--- config.mk ---
export PLATFORM = sky130hd
export DESIGN_NAME = uart_tx_scheduler
export DESIGN_NICKNAME = d
export VERILOG_FILES = /design/src/rtl/uart_sched_pkg.sv /design/src/rtl/uart_sched_rr.sv /design/src/rtl/uart_tx_scheduler.sv
export SDC_FILE = /design/constraint.sdc
export NUM_CORES = 1
export LEC_CHECK = 0
export CAP_MARGIN = 40
export CORE_MARGIN = 8
export CORE_UTILIZATION = 53
export CTS_CLUSTER_SIZE = 16
export DETAILED_ROUTE_END_ITERATION = 16
export PLACE_DENSITY = 0.86
export SKIP_CTS_REPAIR_TIMING = 1
export SLEW_MARGIN = 15
export SYNTH_ARGS = -nofsm -noshare
export SYNTH_HDL_FRONTEND = slang
export SYNTH_HIERARCHICAL = 1
export SYNTH_SLANG_ARGS = --single-unit
--- constraint.sdc ---
create_clock -name sys_clk -period 2.8 [get_ports sys_clk]
set_input_delay 0.56 -clock sys_clk [delete_from_list [all_inputs] [get_ports sys_clk]]
set_output_delay 0.56 -clock sys_clk [all_outputs]
set_load 0.01 [all_outputs]
--- src/rtl/uart_sched_pkg.sv ---
// -----------------------------------------------------------------------------
// uart_sched_pkg
// Shared definitions for the UART frame scheduler:
//   - sched_state_e    : frame sequencing states
//   - TAG_BASE_DEFAULT : default header tag base (low 3 bits must be zero)
//   - ch_width()       : width of a channel index for a given channel count
//   - make_tag()       : header byte for a channel
// -----------------------------------------------------------------------------
package uart_sched_pkg;

   typedef enum logic [2:0] {
      ST_IDLE     = 3'd0,
      ST_HDR_SEND = 3'd1,
      ST_HDR_WHI  = 3'd2,
      ST_HDR_WLO  = 3'd3,
      ST_DAT_SEND = 3'd4,
      ST_DAT_WHI  = 3'd5,
      ST_DAT_WLO  = 3'd6
   } sched_state_e;

   localparam logic [7:0] TAG_BASE_DEFAULT = 8'hA0;

   // Channel index width; never below one bit so ports stay legal.
   function automatic int ch_width(input int num_ch);
      return (num_ch > 1) ? $clog2(num_ch) : 1;
   endfunction

   // Header byte: only the low three bits carry the channel number.
   function automatic logic [7:0] make_tag(input logic [7:0] base, input logic [2:0] ch);
      return base | {5'b00000, ch};
   endfunction

endpackage

--- src/rtl/uart_sched_rr.sv ---
// -----------------------------------------------------------------------------
// uart_sched_rr
// Channel picker for the UART frame scheduler. Channel 0 has strict
// priority; channels 1..NUM_CH-1 are served round-robin starting at the
// registered pointer, which moves to the channel after the last granted
// non-zero channel (wrapping back to 1).
// Ports:
//   clk_i, rst_i : clock, asynchronous active-high reset
//   pend_i       : per-channel pending flags
//   adv_i        : a grant is being taken this cycle (advances the pointer)
//   any_o        : at least one channel pending
//   grant_ch_o   : selected channel (combinational)
// -----------------------------------------------------------------------------
module uart_sched_rr
   import uart_sched_pkg::*;
#(
   parameter int NUM_CH = 3
) (
   input  logic                          clk_i,
   input  logic                          rst_i,
   input  logic [NUM_CH-1:0]             pend_i,
   input  logic                          adv_i,
   output logic                          any_o,
   output logic [ch_width(NUM_CH)-1:0]   grant_ch_o
);

   localparam int CH_W = ch_width(NUM_CH);

   logic [CH_W-1:0] ptr_q;
   logic [CH_W-1:0] ptr_d;
   logic [CH_W-1:0] hi_ch_s;
   logic            hi_vld_s;
   logic [CH_W-1:0] lo_ch_s;
   logic            lo_vld_s;

   // Two descending scans so the lowest qualifying channel wins: "hi" only
   // looks at channels at or above the pointer, "lo" is the wrap-around.
   always_comb begin
      hi_ch_s  = {CH_W{1'b0}};
      hi_vld_s = 1'b0;
      lo_ch_s  = {CH_W{1'b0}};
      lo_vld_s = 1'b0;
      for (int c = NUM_CH - 1; c >= 1; c--) begin
         hi_ch_s  = (pend_i[c] && (CH_W'(c) >= ptr_q)) ? CH_W'(c) : hi_ch_s;
         hi_vld_s = (pend_i[c] && (CH_W'(c) >= ptr_q)) ? 1'b1     : hi_vld_s;
         lo_ch_s  = pend_i[c] ? CH_W'(c) : lo_ch_s;
         lo_vld_s = pend_i[c] ? 1'b1     : lo_vld_s;
      end
   end

   // Final selection: channel 0 first, then round-robin order.
   always_comb begin
      any_o = |pend_i;
      if (pend_i[0]) begin
         grant_ch_o = {CH_W{1'b0}};
      end else if (hi_vld_s) begin
         grant_ch_o = hi_ch_s;
      end else if (lo_vld_s) begin
         grant_ch_o = lo_ch_s;
      end else begin
         grant_ch_o = {CH_W{1'b0}};
      end
   end

   // Next pointer: one past the granted non-zero channel, wrapping to 1.
   always_comb begin
      if (adv_i && (grant_ch_o != {CH_W{1'b0}})) begin
         if (grant_ch_o == CH_W'(NUM_CH - 1)) begin
            ptr_d = CH_W'(1);
         end else begin
            ptr_d = grant_ch_o + CH_W'(1);
         end
      end else begin
         ptr_d = ptr_q;
      end
   end

   // Round-robin pointer register.
   always_ff @(posedge clk_i or posedge rst_i) begin
      if (rst_i) begin
         ptr_q <= CH_W'(1);
      end else begin
         ptr_q <= ptr_d;
      end
   end

endmodule

--- src/rtl/uart_tx_scheduler.sv ---
// -----------------------------------------------------------------------------
// uart_tx_scheduler
// Shares one uart_send transmitter between NUM_CH byte producers. Each
// producer strobes a byte in; the byte is held as pending, channels are
// arbitrated in IDLE, and a frame (tag byte TAG_BASE|ch, then payload, or
// payload only when HDR_EN=0) is pushed through the uart_en / uart_din /
// uart_tx_busy handshake.
// Ports:
//   sys_clk, sys_rst : clock, asynchronous active-high reset
//   req_valid        : per-channel one-cycle request strobe
//   req_data         : per-channel payload, channel c in [8c+7:8c]
//   uart_en          : one-cycle send pulse to the transmitter
//   uart_din         : byte being sent, held until the next send
//   uart_tx_busy     : transmitter busy
//   grant_ch         : channel of the frame in progress (valid when idle=0)
//   sent             : one-cycle pulse per channel on frame completion
//   overflow         : one-cycle pulse when a pending byte is overwritten
//   tx_error         : one-cycle pulse when busy never rose after a send
//   idle             : high while waiting for work
// -----------------------------------------------------------------------------
module uart_tx_scheduler
   import uart_sched_pkg::*;
#(
   parameter int          NUM_CH       = 3,
   parameter logic [7:0]  TAG_BASE     = TAG_BASE_DEFAULT,
   parameter int          HDR_EN       = 1,
   parameter int          BUSY_TIMEOUT = 64
) (
   input  logic                          sys_clk,
   input  logic                          sys_rst,
   input  logic [NUM_CH-1:0]             req_valid,
   input  logic [8*NUM_CH-1:0]           req_data,
   output logic                          uart_en,
   output logic [7:0]                    uart_din,
   input  logic                          uart_tx_busy,
   output logic [ch_width(NUM_CH)-1:0]   grant_ch,
   output logic [NUM_CH-1:0]             sent,
   output logic [NUM_CH-1:0]             overflow,
   output logic                          tx_error,
   output logic                          idle
);

   localparam int CH_W  = ch_width(NUM_CH);
   localparam int CNT_W = $clog2(BUSY_TIMEOUT + 1);

   sched_state_e      state_q;
   logic [NUM_CH-1:0] pend_q;
   logic [NUM_CH-1:0] pend_d;
   logic [7:0]        pbuf_q [NUM_CH];
   logic [7:0]        sbuf_q;
   logic [CNT_W-1:0]  cnt_q;
   logic [CNT_W-1:0]  cnt_d;
   logic              uart_en_q;
   logic [7:0]        uart_din_q;
   logic [CH_W-1:0]   grant_q;
   logic [NUM_CH-1:0] sent_q;
   logic [NUM_CH-1:0] overflow_q;
   logic [NUM_CH-1:0] overflow_d;
   logic              tx_error_q;
   logic              idle_q;

   logic              rr_any_s;
   logic [CH_W-1:0]   rr_grant_s;
   logic              grant_now_s;
   logic [7:0]        pbuf_sel_s;
   logic [7:0]        tag_s;
   logic [NUM_CH-1:0] sent_onehot_s;
   logic              timeout_s;

   uart_sched_rr #(
      .NUM_CH (NUM_CH)
   ) u_rr (
      .clk_i      (sys_clk),
      .rst_i      (sys_rst),
      .pend_i     (pend_q),
      .adv_i      (grant_now_s),
      .any_o      (rr_any_s),
      .grant_ch_o (rr_grant_s)
   );

   // A grant is only taken from IDLE with the transmitter free, which also
   // keeps uart_en off while busy is high.
   assign grant_now_s = (state_q == ST_IDLE) && rr_any_s && !uart_tx_busy;

   // Timeout counter increment and terminal condition.
   assign cnt_d     = cnt_q + CNT_W'(1);
   assign timeout_s = (cnt_d == CNT_W'(BUSY_TIMEOUT));

   // Payload of the granted channel, header tag and completion one-hot.
   always_comb begin
      pbuf_sel_s    = 8'h00;
      sent_onehot_s = {NUM_CH{1'b0}};
      for (int c = 0; c < NUM_CH; c++) begin
         pbuf_sel_s       = (rr_grant_s == CH_W'(c)) ? pbuf_q[c] : pbuf_sel_s;
         sent_onehot_s[c] = (grant_q == CH_W'(c));
      end
      tag_s = make_tag(TAG_BASE, 3'(rr_grant_s));
   end

   // Pending flags: a new strobe always sets (and beats a same-cycle grant
   // clear); overwriting a still-pending byte flags an overflow unless that
   // byte is being taken by the grant in the same cycle.
   always_comb begin
      pend_d     = pend_q;
      overflow_d = {NUM_CH{1'b0}};
      for (int c = 0; c < NUM_CH; c++) begin
         if (req_valid[c]) begin
            pend_d[c]     = 1'b1;
            overflow_d[c] = pend_q[c] && !(grant_now_s && (rr_grant_s == CH_W'(c)));
         end else if (grant_now_s && (rr_grant_s == CH_W'(c))) begin
            pend_d[c]     = 1'b0;
            overflow_d[c] = 1'b0;
         end else begin
            pend_d[c]     = pend_q[c];
            overflow_d[c] = 1'b0;
         end
      end
   end

   // Pending flags, payload buffers and overflow pulse.
   always_ff @(posedge sys_clk or posedge sys_rst) begin
      if (sys_rst) begin
         pend_q     <= {NUM_CH{1'b0}};
         overflow_q <= {NUM_CH{1'b0}};
         for (int c = 0; c < NUM_CH; c++) begin
            pbuf_q[c] <= 8'h00;
         end
      end else begin
         pend_q     <= pend_d;
         overflow_q <= overflow_d;
         for (int c = 0; c < NUM_CH; c++) begin
            if (req_valid[c]) begin
               pbuf_q[c] <= req_data[8*c +: 8];
            end else begin
               pbuf_q[c] <= pbuf_q[c];
            end
         end
      end
   end

   // Frame sequencer with registered handshake and status outputs.
   always_ff @(posedge sys_clk or posedge sys_rst) begin
      if (sys_rst) begin
         state_q    <= ST_IDLE;
         uart_en_q  <= 1'b0;
         uart_din_q <= 8'h00;
         grant_q    <= {CH_W{1'b0}};
         sent_q     <= {NUM_CH{1'b0}};
         tx_error_q <= 1'b0;
         idle_q     <= 1'b1;
         sbuf_q     <= 8'h00;
         cnt_q      <= {CNT_W{1'b0}};
      end else begin
         uart_en_q  <= 1'b0;
         sent_q     <= {NUM_CH{1'b0}};
         tx_error_q <= 1'b0;
         case (state_q)
            ST_IDLE: begin
               if (grant_now_s) begin
                  grant_q   <= rr_grant_s;
                  sbuf_q    <= pbuf_sel_s;
                  idle_q    <= 1'b0;
                  uart_en_q <= 1'b1;
                  cnt_q     <= {CNT_W{1'b0}};
                  if (HDR_EN != 0) begin
                     state_q    <= ST_HDR_SEND;
                     uart_din_q <= tag_s;
                  end else begin
                     state_q    <= ST_DAT_SEND;
                     uart_din_q <= pbuf_sel_s;
                  end
               end else begin
                  idle_q <= 1'b1;
               end
            end
            ST_HDR_SEND: begin
               state_q <= ST_HDR_WHI;
            end
            ST_HDR_WHI: begin
               if (uart_tx_busy) begin
                  state_q <= ST_HDR_WLO;
               end else if (timeout_s) begin
                  // Frame is dropped; pending state is not restored.
                  state_q    <= ST_IDLE;
                  tx_error_q <= 1'b1;
                  idle_q     <= 1'b1;
               end else begin
                  cnt_q <= cnt_d;
               end
            end
            ST_HDR_WLO: begin
               if (!uart_tx_busy) begin
                  state_q    <= ST_DAT_SEND;
                  uart_en_q  <= 1'b1;
                  uart_din_q <= sbuf_q;
                  cnt_q      <= {CNT_W{1'b0}};
               end else begin
                  state_q <= ST_HDR_WLO;
               end
            end
            ST_DAT_SEND: begin
               state_q <= ST_DAT_WHI;
            end
            ST_DAT_WHI: begin
               if (uart_tx_busy) begin
                  state_q <= ST_DAT_WLO;
               end else if (timeout_s) begin
                  state_q    <= ST_IDLE;
                  tx_error_q <= 1'b1;
                  idle_q     <= 1'b1;
               end else begin
                  cnt_q <= cnt_d;
               end
            end
            ST_DAT_WLO: begin
               if (!uart_tx_busy) begin
                  state_q <= ST_IDLE;
                  sent_q  <= sent_onehot_s;
                  idle_q  <= 1'b1;
               end else begin
                  state_q <= ST_DAT_WLO;
               end
            end
            default: begin
               state_q <= ST_IDLE;
               idle_q  <= 1'b1;
            end
         endcase
      end
   end

   assign uart_en  = uart_en_q;
   assign uart_din = uart_din_q;
   assign grant_ch = grant_q;
   assign sent     = sent_q;
   assign overflow = overflow_q;
   assign tx_error = tx_error_q;
   assign idle     = idle_q;

endmodule

==> results.sh <==
export IMPL_hold_viol_final=0
export IMPL_cts_made_buffers=9
export IMPL_worstPathArrival_ns=1.43
export IMPL_setup_viol=0
export IMPL_initial_core_util=0.553
export IMPL_grt_pass1_vias=2465
export IMPL_worstMarginPinSlew_ns=0.611
export IMPL_critPathKind="reg -> out"
export IMPL_slowest_stage="dfstp_2"
export IMPL_grt_max_degree=41
export IMPL_routedWlPerCell_microns=16.3
export IMPL_grt_ovfl_total=0
export IMPL_drt_vias_per_instance=5.69
export IMPL_whs_ns=0.424
export IMPL_yosysWarnings=6
export IMPL_drv_cap=0
export IMPL_io_pins=49
export IMPL_yosys_top_cells_area="dfrtp_1 (52%), mux2_2 (8.8%), nand2_1 (3.7%)"
export IMPL_cts_root_buf="clkbuf_8"
export IMPL_endpoint_kind="output pin"
export IMPL_place_area_sq_mm=0.00362
export IMPL_drt_wl_total_microns=6680
export IMPL_rsz0062_at_grt="no"
export IMPL_peakVddDrop_v=0.000427
export IMPL_finalClockSkew_ns=0.00522
export IMPL_htreeDepth=3
export IMPL_worstHoldPathType="in -> async"
export IMPL_setup_tns_ns=0
export IMPL_crit_chain="clkdlybuf4s50_1"
export IMPL_ant_nets=0
export IMPL_power_leakage_nw=1.64
export IMPL_dp_hpwl_microns=4970
export IMPL_fin_crit_sh=0.709
export IMPL_max_freq_ghz=0.504
export IMPL_relSlewSlack=0.590
export IMPL_routed_via_count=2326
export IMPL_dr_pass1_iters=4
export IMPL_coreArea_sq_mm=0.00554
export IMPL_gp_congestion=0.862
export IMPL_drive_gt1_frac=0.178
export IMPL_synth_nets=312
export IMPL_crit_buf_inv=1
export IMPL_path_clk_slew_ns=0.07
export IMPL_synth_edf_count=0
export IMPL_drc=0
export IMPL_start_kind="flop"
export IMPL_nNetsFinal=363
export IMPL_cp_required_ns=2.24
export IMPL_crit_family="flip-flops"
export IMPL_synth_top_cell_by_area="dfrtp_1"
export IMPL_die_area_sq_mm=0.00846
export IMPL_fp_dieW_microns=92.0
export IMPL_rows=27
export IMPL_cts_buffer_depth=2
export IMPL_fillers=424
export IMPL_drtIter0Drc=210
export IMPL_slew_viol_final=0
export IMPL_ys_types=54
export IMPL_grt_pass1_wl_microns=11900
export IMPL_r2r_slack_ns=0.83
export IMPL_cts_sinks=66
export IMPL_antenna_cells=0
export IMPL_synth_area_per_cell_sq_um=10.9
export IMPL_stdcell_area_sq_mm=0.00384
export IMPL_synth_main_ff_cell="dfrtp_1"
export IMPL_antenna_found_initial=0
export IMPL_yosys_area_top_type_share=0.523
export IMPL_p_per_area_mw_per_mm2=865
export IMPL_netlist_area_sq_mm=0.00306
export IMPL_syn_instance_count=281
export IMPL_synth_seq_cells=66
export IMPL_fin_crit_ns=1.99
export IMPL_total_power_mw=3.32
export IMPL_dieHeight_microns=92.0
export IMPL_ys_seq_area_frac=0.540
export IMPL_io_buffers=48
export IMPL_async_flop_share=1.00
export IMPL_insertion_delay_ns=0.34
export IMPL_status="complete, no violations"
export IMPL_grtUsageTotal=0.174
export IMPL_syn2layout_area_growth_pct=25.4
export IMPL_worst_path_largest_cell_delay_ns=0.56
export IMPL_worstPathMaxFanout=3
export IMPL_tritoncts="built"
==> cell families (layout without fill, tap and decap cells) <==
group | Yosys count | in the layout | synth area share
AO/OA/AOI/OAI | 70 | 70 | 0.156
adder cells (fa/ha/maj) | 1 | 1 | 0.00409
buffers and inverters | 29 | 85 | 0.0417
flip-flops | 66 | 66 | 0.540
multiplexers | 32 | 32 | 0.114
AND/OR/NAND/NOR | 83 | 83 | 0.143
==> routing by layer <==
metal / part of all wire / routed length (microns) / track usage
met5: 0 / 0 / 0
met1: 0.43 / 2840 / 0.214
met2: 0.49 / 3280 / 0.281
met3: 0.062 / 415 / 0.0456
met4: 0.021 / 143 / 0.0819
==> cell type report <==
type	instances	area [sq um]	share of cell area
repair buffers	53	531	0.138
well taps	72	90.1	0.0235
flip-flops and latches	66	1650	0.431
multi-input cells	186	1290	0.335
clock buffers	11	141	0.0368
inverters	16	60.1	0.0156
clock inverters	5	77.6	0.0202
==> per-stage QoR <==
stage                util  setup WS [ns]  cells
finish              0.693          0.815    409
floorplan               -          0.644    281
global placement    0.652          0.579    392
CTS                 0.693          0.799    409
detailed placement  0.654          0.540    393
global route        0.693          0.627    409
==> cell usage in the layout, fill, tap and decap left out, types with 5 or more instances in the layout <==
| cell type | synthesis | layout |
|---|---|---|
| nand2_1 | 30 | 30 |
| inv_1 | 16 | 15 |
| mux2_2 | 24 | 24 |
| o21ai_0 | 19 | 19 |
| clkbuf_8 | 0 | 10 |
| clkdlybuf4s50_1 | 0 | 48 |
| nor2_1 | 12 | 12 |
| mux2i_1 | 8 | 8 |
| dfrtp_1 | 64 | 64 |
| and3_1 | 5 | 5 |
| a21oi_1 | 17 | 17 |
==> worst paths after layout <==
check / end / cells after the start / from
max in group asynchronous: idle / 3 / sys_rst
worst min register to register: sbuf_q[0] / 2 / sbuf_q[0]
min in group sys_clk: sbuf_q[0] / 2 / sbuf_q[0]
worst min-delay path: u_rr/ptr_q[1] / 2 / sys_rst
worst max register to register: sbuf_q[3] / 7 / u_rr/ptr_q[1]
worst max-delay path: idle / 1 / idle
==> synthesized netlist by cell type (all sizes together) (2+ instances only) <==
master,count
nor4b,2
and3,5
dfstp,2
and2,5
a311oi,2
mux2,24
nor2,13
o221a,2
a21o,3
buf,5
clkbuf,8
nand3,2
nor3,4
nand4,3
nand2,31
a211o,4
nand2b,2
o32ai,2
o21ai,22
inv,16
o31a,2
a21oi,17
mux2i,8
dfrtp,64
a211oi,4
nand3b,3
nor4,3
o211a,2
nor2b,4
==> report_power, final <==
part / leakage, nW / switching [mW] / total [mW] / internal [mW]
clock: 0.109 / 0.352 / 0.874 / 0.523
combinational: 0.720 / 0.516 / 1.01 / 0.492
sequential: 0.809 / 0.242 / 1.44 / 1.20
total: 1.64 / 1.11 / 3.32 / 2.21
==> state kept, by name, summed over array words and instances, names as in the netlist <==
name,count
pbuf_q,24
sbuf_q,8
uart_din,8
cnt_q,7
overflow,3
pend_q,3
sent,3
state_q,3
grant_ch,2
u_rr/ptr_q,2
idle,1
tx_error,1
uart_en,1
Note: power is estimated with default switching activity, not from simulation.
